[src/rtl/zapper_pkg.sv]
// Shared types and default constants for the light-gun shot sequencer.
// The optional hit-toggle LED output is enabled with the ZAPPER_DEBUG_EN macro.
package zapper_pkg;

  typedef enum logic [2:0] {
    IDLE     = 3'd0,
    ARM      = 3'd1,
    BLANK    = 3'd2,
    TARGET   = 3'd3,
    RESULT   = 3'd4,
    COOLDOWN = 3'd5
  } state_e;

  localparam int unsigned DEF_DEBOUNCE_CYCLES = 250000;
  localparam int unsigned DEF_SHOTS_PER_DUCK  = 3;
  localparam int unsigned DEF_HIT_THRESHOLD   = 64;
  localparam int unsigned DEF_CNT_W           = 18;
  localparam int unsigned SHOTS_W             = 2;

  // Sense counter width: one bit of headroom above the threshold.
  function automatic int unsigned sense_width(input int unsigned threshold);
    return int'($clog2(threshold + 1)) + 1;
  endfunction

endpackage

[src/rtl/zapper_seq_if.sv]
// Signal bundle between the shot sequencer and its neighbours
// (trigger pin, VGA timing, photodiode, pattern_gen).
interface zapper_seq_if;
  import zapper_pkg::*;

  logic               trigger;
  logic               frame_start;
  logic               in_target;
  logic               sensor;
  logic               reload;
  logic               force_black;
  logic               force_target;
  logic               hit;
  logic               miss;
  logic [SHOTS_W-1:0] shots_left;
  logic               busy;
  logic               debug;

  // Environment side: drives the raw inputs, observes the sequencer.
  modport master (
    output trigger, frame_start, in_target, sensor, reload,
    input  force_black, force_target, hit, miss, shots_left, busy, debug
  );

  // Sequencer side.
  modport slave (
    input  trigger, frame_start, in_target, sensor, reload,
    output force_black, force_target, hit, miss, shots_left, busy, debug
  );

endinterface

[src/rtl/zapper_seq_trigger_debounce.sv]
// Button conditioner: 2-flop synchroniser, stable-count debouncer and a
// one-cycle fire pulse on the rising edge of the debounced level.
module trigger_debounce
  import zapper_pkg::*;
#(
  parameter int unsigned DEBOUNCE_CYCLES = DEF_DEBOUNCE_CYCLES,
  parameter int unsigned CNT_W           = DEF_CNT_W
) (
  input  logic clk,
  input  logic reset,
  input  logic din,
  output logic level,
  output logic fire
);

  logic             sync1_q, sync1_d;
  logic             sync2_q, sync2_d;
  logic [CNT_W-1:0] cnt_q,   cnt_d;
  logic             level_q, level_d;
  logic             fire_q,  fire_d;

  always_ff @(posedge clk or posedge reset) begin
    if (reset) begin
      sync1_q <= 1'b0;
      sync2_q <= 1'b0;
      cnt_q   <= '0;
      level_q <= 1'b0;
      fire_q  <= 1'b0;
    end else begin
      sync1_q <= sync1_d;
      sync2_q <= sync2_d;
      cnt_q   <= cnt_d;
      level_q <= level_d;
      fire_q  <= fire_d;
    end
  end

  // Any cycle agreeing with the current level restarts the stability count.
  always_comb begin
    sync1_d = din;
    sync2_d = sync1_q;
    cnt_d   = cnt_q;
    level_d = level_q;
    if (sync2_q == level_q) begin
      cnt_d = '0;
    end else if (cnt_q == CNT_W'(DEBOUNCE_CYCLES - 1)) begin
      cnt_d   = '0;
      level_d = ~level_q;
    end else begin
      cnt_d = cnt_q + CNT_W'(1);
    end
    fire_d = level_d & ~level_q;
  end

  assign level = level_q;
  assign fire  = fire_q;

endmodule

[src/rtl/zapper_seq.sv]
// Light-gun shot sequencer: black frame, target frame, photodiode sampling,
// hit/miss pulse and shot bookkeeping. ZAPPER_DEBUG_EN adds a hit-toggle LED.
module zapper_seq
  import zapper_pkg::*;
#(
  parameter int unsigned DEBOUNCE_CYCLES = DEF_DEBOUNCE_CYCLES,
  parameter int unsigned SHOTS_PER_DUCK  = DEF_SHOTS_PER_DUCK,
  parameter int unsigned HIT_THRESHOLD   = DEF_HIT_THRESHOLD,
  parameter int unsigned CNT_W           = DEF_CNT_W
) (
  input  logic         clk,
  input  logic         reset,
  zapper_seq_if.slave  bus
);

  localparam int unsigned SENSE_W = sense_width(HIT_THRESHOLD);

  state_e               state_q, state_d;
  logic                 sens1_q, sens1_d;
  logic                 sens2_q, sens2_d;
  logic [SENSE_W-1:0]   sense_q, sense_d;
  logic [SHOTS_W-1:0]   shots_q, shots_d;
  logic                 force_black_q, force_black_d;
  logic                 force_target_q, force_target_d;
  logic                 hit_q, hit_d;
  logic                 miss_q, miss_d;
  logic                 busy_q, busy_d;

  logic                 trig_level;
  logic                 trig_fire;
  logic                 take_shot;
  logic                 enough_light;

  trigger_debounce #(
    .DEBOUNCE_CYCLES (DEBOUNCE_CYCLES),
    .CNT_W           (CNT_W)
  ) u_deb (
    .clk   (clk),
    .reset (reset),
    .din   (bus.trigger),
    .level (trig_level),
    .fire  (trig_fire)
  );

  assign take_shot    = (state_q == IDLE) && trig_fire && (shots_q != '0);
  assign enough_light = (sense_q >= SENSE_W'(HIT_THRESHOLD));

  // State and output registers; async reset drops both force outputs at once.
  always_ff @(posedge clk or posedge reset) begin
    if (reset) begin
      state_q        <= IDLE;
      sens1_q        <= 1'b0;
      sens2_q        <= 1'b0;
      sense_q        <= '0;
      shots_q        <= SHOTS_W'(SHOTS_PER_DUCK);
      force_black_q  <= 1'b0;
      force_target_q <= 1'b0;
      hit_q          <= 1'b0;
      miss_q         <= 1'b0;
      busy_q         <= 1'b0;
    end else begin
      state_q        <= state_d;
      sens1_q        <= sens1_d;
      sens2_q        <= sens2_d;
      sense_q        <= sense_d;
      shots_q        <= shots_d;
      force_black_q  <= force_black_d;
      force_target_q <= force_target_d;
      hit_q          <= hit_d;
      miss_q         <= miss_d;
      busy_q         <= busy_d;
    end
  end

  // Next-state logic.
  always_comb begin
    state_d = state_q;
    unique case (state_q)
      IDLE:     if (take_shot)        state_d = ARM;
      ARM:      if (bus.frame_start)  state_d = BLANK;
      BLANK:    if (bus.frame_start)  state_d = TARGET;
      TARGET:   if (bus.frame_start)  state_d = RESULT;
      RESULT:                         state_d = COOLDOWN;
      COOLDOWN: if (!trig_level)      state_d = IDLE;
      default:                        state_d = IDLE;
    endcase
  end

  // Outputs and datapath; force flags follow state_d so they are valid from pixel 0.
  always_comb begin
    sens1_d        = bus.sensor;
    sens2_d        = sens1_q;
    sense_d        = sense_q;
    shots_d        = shots_q;
    force_black_d  = (state_d == BLANK);
    force_target_d = (state_d == TARGET);
    hit_d          = 1'b0;
    miss_d         = 1'b0;
    busy_d         = (state_d != IDLE);

    if (state_q == TARGET && bus.in_target && sens2_q && (sense_q != '1)) begin
      sense_d = sense_q + SENSE_W'(1);
    end
    if (state_q == RESULT) begin
      hit_d   = enough_light;
      miss_d  = ~enough_light;
      sense_d = '0;
    end

    // A new duck overrides a same-cycle decrement.
    if (take_shot) begin
      shots_d = shots_q - SHOTS_W'(1);
    end
    if (bus.reload) begin
      shots_d = SHOTS_W'(SHOTS_PER_DUCK);
    end
  end

  assign bus.force_black  = force_black_q;
  assign bus.force_target = force_target_q;
  assign bus.hit          = hit_q;
  assign bus.miss         = miss_q;
  assign bus.shots_left   = shots_q;
  assign bus.busy         = busy_q;

`ifdef ZAPPER_DEBUG_EN
  logic debug_q, debug_d;

  // LED toggles in step with each hit pulse.
  always_comb begin
    debug_d = debug_q ^ hit_d;
  end

  always_ff @(posedge clk or posedge reset) begin
    if (reset) begin
      debug_q <= 1'b0;
    end else begin
      debug_q <= debug_d;
    end
  end

  assign bus.debug = debug_q;
`else
  assign bus.debug = 1'b0;
`endif

endmodule

[src/flat_wrapper.sv]
// flat-port wrapper written by rule: the top's interface ports become plain ports
module zapper_seq_flat import zapper_pkg::*;
#(
  parameter int unsigned DEBOUNCE_CYCLES = DEF_DEBOUNCE_CYCLES,
  parameter int unsigned SHOTS_PER_DUCK  = DEF_SHOTS_PER_DUCK,
  parameter int unsigned HIT_THRESHOLD   = DEF_HIT_THRESHOLD,
  parameter int unsigned CNT_W           = DEF_CNT_W
)
  (clk, reset, bus_trigger, bus_frame_start, bus_in_target, bus_sensor, bus_reload, bus_force_black, bus_force_target, bus_hit, bus_miss, bus_shots_left, bus_busy, bus_debug);
  zapper_seq_if bus_i ();
  input  logic clk;
  input  logic reset;
  input wire logic [$bits(bus_i.trigger)-1:0] bus_trigger;
  input wire logic [$bits(bus_i.frame_start)-1:0] bus_frame_start;
  input wire logic [$bits(bus_i.in_target)-1:0] bus_in_target;
  input wire logic [$bits(bus_i.sensor)-1:0] bus_sensor;
  input wire logic [$bits(bus_i.reload)-1:0] bus_reload;
  output wire logic [$bits(bus_i.force_black)-1:0] bus_force_black;
  output wire logic [$bits(bus_i.force_target)-1:0] bus_force_target;
  output wire logic [$bits(bus_i.hit)-1:0] bus_hit;
  output wire logic [$bits(bus_i.miss)-1:0] bus_miss;
  output wire logic [$bits(bus_i.shots_left)-1:0] bus_shots_left;
  output wire logic [$bits(bus_i.busy)-1:0] bus_busy;
  output wire logic [$bits(bus_i.debug)-1:0] bus_debug;
  assign bus_i.trigger = bus_trigger;
  assign bus_i.frame_start = bus_frame_start;
  assign bus_i.in_target = bus_in_target;
  assign bus_i.sensor = bus_sensor;
  assign bus_i.reload = bus_reload;
  assign bus_force_black = bus_i.force_black;
  assign bus_force_target = bus_i.force_target;
  assign bus_hit = bus_i.hit;
  assign bus_miss = bus_i.miss;
  assign bus_shots_left = bus_i.shots_left;
  assign bus_busy = bus_i.busy;
  assign bus_debug = bus_i.debug;
  zapper_seq #(.DEBOUNCE_CYCLES(DEBOUNCE_CYCLES), .SHOTS_PER_DUCK(SHOTS_PER_DUCK), .HIT_THRESHOLD(HIT_THRESHOLD), .CNT_W(CNT_W)) u_core (.clk(clk), .reset(reset), .bus(bus_i));
endmodule
[config.mk]
export PLATFORM = sky130hd
export DESIGN_NAME = zapper_seq_flat
export DESIGN_NICKNAME = d
export VERILOG_FILES = /design/src/rtl/zapper_pkg.sv /design/src/rtl/zapper_seq_if.sv /design/src/rtl/zapper_seq_trigger_debounce.sv /design/src/rtl/zapper_seq.sv /design/src/flat_wrapper.sv
export SDC_FILE = /design/constraint.sdc
export NUM_CORES = 1
export LEC_CHECK = 0
export ABC_AREA = 1
export BUFFER_PORTS_ARGS = -buffer_cell sky130_fd_sc_hd__buf_2
export CORE_UTILIZATION = 30
export DETAILED_ROUTE_END_ITERATION = 8
export PLACE_DENSITY = 0.47
export SLEW_MARGIN = 40
export SYNTH_ARGS = -nofsm -noshare
export SYNTH_HDL_FRONTEND = slang
export SYNTH_SLANG_ARGS = --single-unit
export TNS_END_PERCENT = 1
[constraint.sdc]
create_clock -name clk -period 1.32 [get_ports clk]
set_input_delay 0.198 -clock clk [delete_from_list [all_inputs] [get_ports clk]]
set_output_delay 0.198 -clock clk [all_outputs]
set_load 0.005 [all_outputs]
After elaboration in Yosys (flattened, before gate mapping)
Index checks and enable logic that the tools add are counted.

word-level totals
  register bits after elaboration = 42
  input port bits = 7
  output and inout port bits = 8

operators by class
  add/sub/neg operators = 3
  order comparisons = 1
  equal/unequal tests = 10
  mux-type cells = 16
  bitwise gates (word level) = 3
  reduce and logical (&&, ||, !) cells = 10

operators with widths
  kind                     number
  $mux W18                 2
  $add A18 B1 Y18 const B  1
  $eq A18 B18 Y1 const B   1
  $pmux W3 S6              1
  $mux W8                  2
  $mux W3                  5
  $eq A3 B2 Y1 const B     4
  $add A8 B1 Y8 const B    1
  $ge A8 B7 Y1 const B     1
  $ne A8 B8 Y1 const B     1
  $eq A3 B3 Y1 const B     2
  $reduce_bool A2 Y1       3
  $logic_and A1 B1 Y1      5
  $mux W1                  4
  $mux W2                  2
  $eq A3 B1 Y1 const B     1
  $logic_not A3 Y1         1
  $reduce_bool A3 Y1       1
  $not A1 Y1               2
  $sub A2 B1 Y2 const B    1
  $and A1 B1 Y1            1
  $eq A1 B1 Y1             1

Logic depth before layout (Yosys ltp)
Gate-level depths: netlist of the first run.

  depth after elaboration = 6
  depth in mapped cells = 9

By module
Synthesis of the first run repeated with hierarchy kept, for this count alone.

unflattened totals
  cells, all modules = 266
  area total of the unflattened synthesis = 2,152.1 sq um

by module, submodules not included
  module            times used  cells an instance  area an instance (sq um)
  trigger_debounce  1           141                1,158.6
  zapper_seq        1           125                993.5

Least setup slack after synthesis of the first run
OpenSTA, ideal clock, no wires.

  path kind = reg-to-reg
  start point = register u_core.u_deb.cnt_q[0]
  end point = register u_core.u_deb.cnt_q[0]
  arrival time = 1.305 ns
  data required time = 1.248 ns
  slack = -0.057 ns
  stages on the path, launching flop included = 9
  path buffers = 0
  clock period less this slack = 1.377 ns
  path through = dfrtp_1 -> ha_1 -> nand3_4 -> clkinv_2 -> nand3_1 -> nor2_2 -> nor2_2 -> inv_2 -> nor2_1

on the way
  longest elaborated chain between the ends = 3
  elaborated cells between the ends (all ways) = 4
  classes of those cells = add/sub: 1; eq/ne: 1; mux: 2

ends and longest elaborated chain
  what                                                      RTL line                                                              text
  start, declared                                           zapper_seq_trigger_debounce.sv:18                                     logic [CNT_W-1:0] cnt_q, cnt_d;
  start signal, assigned                                    zapper_seq_trigger_debounce.sv:32                                     cnt_q <= cnt_d;
  $add A18 B1 Y18 / $eq A18 B18 Y1 (equally long branches)  zapper_seq_trigger_debounce.sv:50, zapper_seq_trigger_debounce.sv:46
  $mux W18 *                                                zapper_seq_trigger_debounce.sv:46                                     end else if (cnt_q == CNT_W'(DEBOUNCE_CYCLES - 1)) begin
  $mux W18 *                                                zapper_seq_trigger_debounce.sv:44                                     if (sync2_q == level_q) begin
  named net u_core.u_deb.cnt_d[0]                           zapper_seq_trigger_debounce.sv:18

The timed path passes the listed nets; every way through them passes the cells marked *.
A chain may end at the register's enable or synchronous reset.

Final worst setup path of the first run
  start point = register u_core.u_deb.cnt_q[0]
  end point = register u_core.u_deb.cnt_q[16]

The elaborated chain is that of the path after synthesis.

==> metrics.cfg, run 1 <==
[timing]
timing.final.crit_period_ns = 1.35
tightest_slew_ns = 0.541
clock-skew-final_ns = 0.00729
max_slew_margin = 0.637
max_clock_freq_mhz = 742
tns_ns = -0.0457
slew_viol_final = 0
post-route-period-util = 1.02
setup-violations-final = 2
hold_slack_ns = 0.139
fin_ws_ns = -0.0274
hold_viol_final = 0
rsz0062_at_grt = true

[pwr]
p_seq_frac = 0.583
p_per_area_nw_per_um2 = 781
sw_frac_of_total = 0.238
power_mw = 2.25
comb_power_share = 0.049
clkPwrFrac = 0.368
switching_power_mw = 0.536
leakagePower_nw = 1.36
internal_power_mw = 1.71
ir_drop_uv = 325

[clock_network]
clk_path_buf_depth = 2
numCtsBuffers = 5
clock_latency_ns = 0.30
cts_root_buffer = clkbuf_8
clk_pin_slew_ns = 0.08
cts.sinks = 42
cts_tree = done
htree_levels = 2

[critical_path]
crit_type = flip-flop to flip-flop
cp-start-kind = flip-flop
critPathMaxFanout = 4
r2r_cells = 8
startpoint = u_core.u_deb.cnt_q[0]$_DFF_PP0_
cp_data_required_time_ns = 1.55
crit_family = flip-flops
critPathSlowestCell = dfrtp_1
path_buf_inv = 2
critical_path_depth = 8
r2r-start = u_core.u_deb.cnt_q[0]$_DFF_PP0_
worstPathCellList = ha_4 -> nand3_4 -> buf_12 -> nor2_4 -> nand3_2 -> o21bai_1 -> inv_1 -> nor2_1
cp-end-kind = flip-flop
critPathArrivalTime_ns = 1.58
critical-path-max-stage-delay_ns = 0.40

[routing]
vias_per_cell = 4.32
drt_iter0_markers = 74
vias = 1901
route.detailed.drc = 0
antenna_left = 0
wirelength_um = 4940
wl_per_cell_um = 11.2
drt_first_pass_iters = 4

[logic_synthesis]
synth.area.top_cells = dfrtp_1 44%, nand2_1 12%, nor2_1 8.1%
syn_area_per_cell_um2 = 7.75
yosysUniqueCellTypes = 31
synth.most_common_cell = nand2_1
syn_area_um2 = 2260
synth_warnings = 0
synth_nets = 302
ys.flop_type = dfrtp_1
async_flop_share = 1.00
synth_common_cells = 70 x nand2_1, 49 x nor2_1, 41 x inv_1
post-synth-top-area-cell = dfrtp_1
synth_edf_count = 0
synth-seq-cells = 42
yosysSeqAreaShare = 0.466
synth.top_cell.area_share = 0.442
syn_inst = 292

[global_routing]
grt_max_degree = 17
track_usage = 0.139
antenna_found_initial = 0
grt_overflow = 0
grt_pass1_wl_um = 8140
grt_pass1_vias = 1793

[final_layout]
synthToLayoutAreaGrowth_pct = 27.4
nets = 350
drive_above_1_share = 0.282
diodes = 0
fill_cells = 765
final_cells = 440

[placement]
finalWeightedCongestion = 0.838
hpwl_um = 3720
pre_cts_ws_ns = -0.0713
port_buffers = 13
dp_cells = 428

[floorplan]
fp.dieW_um = 88.8
core_um2 = 7250
row_count = 31
die_area_um2 = 7890
chipHeight_um = 88.8
initial_core_util = 0.312
io_pins = 15

[status]
violations = setup timing
status = complete, but fails checks

[worst_hold_path]
whs_path_depth = 3
hold_class = primary input to flip-flop
hp-start = bus_reload

[flow_run]
cap_violations = 0

-- routing by layer --
metal / part of all wire / vias to the layer above / global-route usage / wire [um]
li1: - / 1002 / - / -
met1: 0.49 / 873 / 0.179 / 2430
met2: 0.47 / 18 / 0.222 / 2330
met3: 0.020 / 8 / 0.0326 / 98
met4: 0.015 / 0 / 0.0572 / 74
met5: 0 / - / 0 / 0
-- cells by family after synthesis --
kind of cell / after synthesis / share of synthesized area
AOI/OAI and AO/OA: 18 / 0.0431
buffers and inverters: 46 / 0.0785
xor gates and xnor gates: 10 / 0.0470
and+or+nand+nor: 172 / 0.347
adders and majority gates: 3 / 0.0166
DFF: 42 / 0.466
other: 1 / 0.00166
-- layout make-up --
| cell class | instances | area [um2] | share of cell area |
|---|---|---|---|
| inverters | 45 | 173 | 0.0599 |
| clock buffers | 6 | 72.6 | 0.0252 |
| flip-flops and latches | 42 | 1060 | 0.369 |
| clock inverters | 2 | 10.0 | 0.00347 |
| well taps | 99 | 124 | 0.0430 |
| multi-input cells | 204 | 1120 | 0.390 |
| repair buffers | 42 | 315 | 0.109 |
-- worst paths after layout --
path	slack, ns	end
max in group asynchronous	0.31	u_core.u_deb.cnt_q[2]$_DFF_PP0_
hold / removal	0.14	u_core.bus.shots_left[0]$_DFFE_PP1P_
setup reg to reg	-0.03	u_core.u_deb.cnt_q[16]$_DFF_PP0_
setup / recovery	-0.03	u_core.u_deb.cnt_q[16]$_DFF_PP0_
hold reg to reg	0.36	u_core.u_deb.sync2_q$_DFF_PP0_
min in group asynchronous	0.42	u_core.bus.force_black$_DFF_PP0_
-- sequential cells by signal (all words and copies together), names as in the netlist --
name / flops
u_core.sens1_q: 1
u_core.u_deb.sync1_q: 1
u_core.bus.force_target: 1
u_core.state_q: 3
u_core.u_deb.level: 1
u_core.bus.force_black: 1
u_core.bus.shots_left: 2
u_core.bus.busy: 1
u_core.u_deb.sync2_q: 1
u_core.u_deb.fire: 1
u_core.u_deb.cnt_q: 18
u_core.sense_q: 8
u_core.bus.hit: 1
u_core.bus.miss: 1
u_core.sens2_q: 1
-- power groups by stage --
stage                     Combinational, mW  Clock (mW)  Sequential, mW
after detailed placement              0.105           0            1.34
final                                 0.110       0.829            1.31
after global placement                0.105           0            1.34
after floorplan                      0.0529           0            1.34
after CTS                             0.114       0.864            1.31
after global routing                  0.125       0.907            1.32
-- per-stage QoR --
step | util | instance area, um2
6_report | 0.397 | 2880
5_1_grt | 0.397 | 2880
4_1_cts | 0.387 | 2810
3_5_place_dp | 0.368 | 2670
3_3_place_gp | 0.368 | 2670
2_1_floorplan | - | 2270
-- layout by cell type (no fill, tap or decap), drive strengths merged --
cell type and instances:
nand2 75, nor2 58, inv 43, dfrtp 40
buf 39, nand3 26, o21ai 11, xor2 7
clkbuf 6, nand4 4, clkinv 4, a21oi 4
nor3 4, dlygate4sd3 3, xnor2 3, ha 3
and2 2, a211oi 2, nand3b 2, dfstp 2
o21bai 1, nor4 1, conb 1
-- repair_timing --
action / 4_1_cts / 5_1_grt
cloned: 0 / 0
endpoints found under the setup margin: 20 / 29
setup buffers: 0 / 1
hold buffers: 3 / 0
pin swaps: 1 / 8
hold endpoints to repair: 12 / 0
resized for setup: 10 / 25
-- worst min-delay path, stage by stage --
cell	delay, ns
buf_2	0.10
a21oi_2	0.03
o21ai_1	0.07
(Power assumes the default switching activity.)
==> inputs of run 2 (changes only) <==
- CTS_CLUSTER_DIAMETER: default -> 40
- PLACE_DENSITY: 0.47 -> 0.45
- clock period: 1.32 -> 1.7 ns (I/O delays scaled with it)
==> run 2 against run 1 <==
Clock power shrank 21%. Maximum frequency shrank 12%. Cell area shrank 11%. Register-to-register slack gained 0.20 ns. Global-route usage grew 0.54 points. The run now ends clean.
==> metrics.cfg, run 2 (synthesis results as in run 1) <==
[status]
status = complete, no violations

[timing]
max_slew_margin = 0.544
tightest_slew_ns = 0.680
setup-violations-final = 0
tns_ns = 0
slew_viol_final = 0
timing.final.crit_period_ns = 1.53
post-route-period-util = 0.898
max_clock_freq_mhz = 655
clock-skew-final_ns = 0.00793
rsz0062_at_grt = false
hold_viol_final = 0

[routing]
vias_per_cell = 4.33
vias = 1806
wirelength_um = 4810
wl_per_cell_um = 11.5
drt_first_pass_iters = 4
route.detailed.drc = 0
antenna_left = 0
drt_iter0_markers = 86

[placement]
hpwl_um = 3690
dp_cells = 408
finalWeightedCongestion = 0.804
port_buffers = 13

[final_layout]
final_common_cell = nand2_1
final_cells = 417
drive_above_1_share = 0.154
most-common-layout-cells = 70 x nand2_1, 49 x nor2_1, 40 x inv_1, 40 x dfrtp_1, 24 x nand3_1
synthToLayoutAreaGrowth_pct = 13.9
nets = 327
diodes = 0
largest_reg_flops = 18
final_util = 0.355
reg_top3 = u_core.u_deb.cnt_q (18), u_core.sense_q (8), u_core.state_q (3)
top_register = u_core.u_deb.cnt_q

[global_routing]
track_usage = 0.144
grt_max_degree = 20
grt_pass1_vias = 1793
grtUsageMet2 = 0.233
grt_use_met3 = 0.0336
grt_overflow = 0
globalRouteMet1Util = 0.191
antenna_found_initial = 0
gr-max-usage-layer = met2
grt_pass1_wl_um = 8480

[floorplan]
die_area_um2 = 7890
row_count = 31
core_um2 = 7250
chipHeight_um = 88.8
fp.dieW_um = 88.8
initial_core_util = 0.312
io_pins = 15

[critical_path]
crit_type = flip-flop to flip-flop
critPathArrivalTime_ns = 1.75
cp-start-kind = flip-flop
critPathMaxFanout = 5
critical-path-max-stage-delay_ns = 0.41
critPathMostFrequentCell = nor2_2
cp-end-kind = flip-flop
crit_family = simple AND/OR/NAND/NOR gates
worstPathCellList = ha_1 -> nand3_4 -> clkinv_2 -> nand3_1 -> nor2_2 -> nor2_2 -> inv_2 -> nor2_1
critPathSlowestCell = dfrtp_1
cp_data_required_time_ns = 1.93
path_buf_inv = 2

[clock_network]
htree_levels = 2
numCtsBuffers = 5
cts.sinks = 42
post_cts_buffers = 0
cts_tree = done
hold_buffers = 1
clk_path_buf_depth = 2
clock_latency_ns = 0.30
clk_pin_slew_ns = 0.09
cts_resized = 0
cts_root_buffer = clkbuf_8

[pwr]
leakagePower_nw = 1.26
p_per_area_nw_per_um2 = 676
ir_drop_uv = 350

[flow_run]
cap_violations = 0

[worst_hold_path]
hold_class = primary input to flip-flop

[run 2: metal layers]
layer / part of all wire / routed length, um
met5: 0 / 0
met2: 0.47 / 2240
met1: 0.48 / 2330
met3: 0.035 / 167
met4: 0.014 / 68
[run 2: worst reg2reg max path, delay by kind of cell (launching register included)]
family,cells,cell delay (ns)
buf+inv,2,0.18
fa+ha+maj,1,0.26
simple gates,5,0.61
flops,1,0.41
[run 2: where the power goes]
| group | total, mW | switching, mW | internal (mW) |
|---|---|---|---|
| Sequential | 1.02 | 0.00995 | 1.01 |
| Clock | 0.653 | 0.363 | 0.290 |
| Combinational | 0.0694 | 0.0440 | 0.0254 |
[run 2: path summary, 6_finish.rpt]
| path | from | to | slack [ns] | cells past startpoint |
|---|---|---|---|---|
| min in group asynchronous | reset | u_core.sens1_q$_DFF_PP0_ | 0.51 | 3 |
| setup / recovery | u_core.u_deb.cnt_q[1]$_DFF_PP0_ | u_core.u_deb.cnt_q[0]$_DFF_PP0_ | 0.17 | 8 |
| hold reg to reg | u_core.u_deb.sync1_q$_DFF_PP0_ | u_core.u_deb.sync2_q$_DFF_PP0_ | 0.35 | 0 |
| hold / removal | bus_sensor | u_core.sens1_q$_DFF_PP0_ | 0.06 | 1 |
| setup reg to reg | u_core.u_deb.cnt_q[1]$_DFF_PP0_ | u_core.u_deb.cnt_q[0]$_DFF_PP0_ | 0.17 | 8 |
| max in group asynchronous | reset | u_core.u_deb.cnt_q[10]$_DFF_PP0_ | 0.62 | 4 |
[run 2: final cells by class]
cell class / count / area, um2
Sequential cell: 42 / 1050
Multi-Input combinational cell: 204 / 1030
Clock inverter: 2 / 13.8
Fill cell: 777 / 4680
Clock buffer: 6 / 72.6
Inverter: 45 / 170
Timing Repair Buffer: 19 / 113
Tap cell: 99 / 124
[run 2: stage by stage]
stage          worst slack (ns)  hold slack (ns)  power [mW]  area, um2
3_5_place_dp              0.163            0.313        1.11       2480
3_3_place_gp              0.193            0.311        1.11       2480
4_1_cts                   0.140           0.0446        1.78       2580
2_1_floorplan             0.323            0.286        1.08       2260
5_1_grt                  0.0261           0.0422        1.83       2580
6_report                  0.174           0.0554        1.74       2580
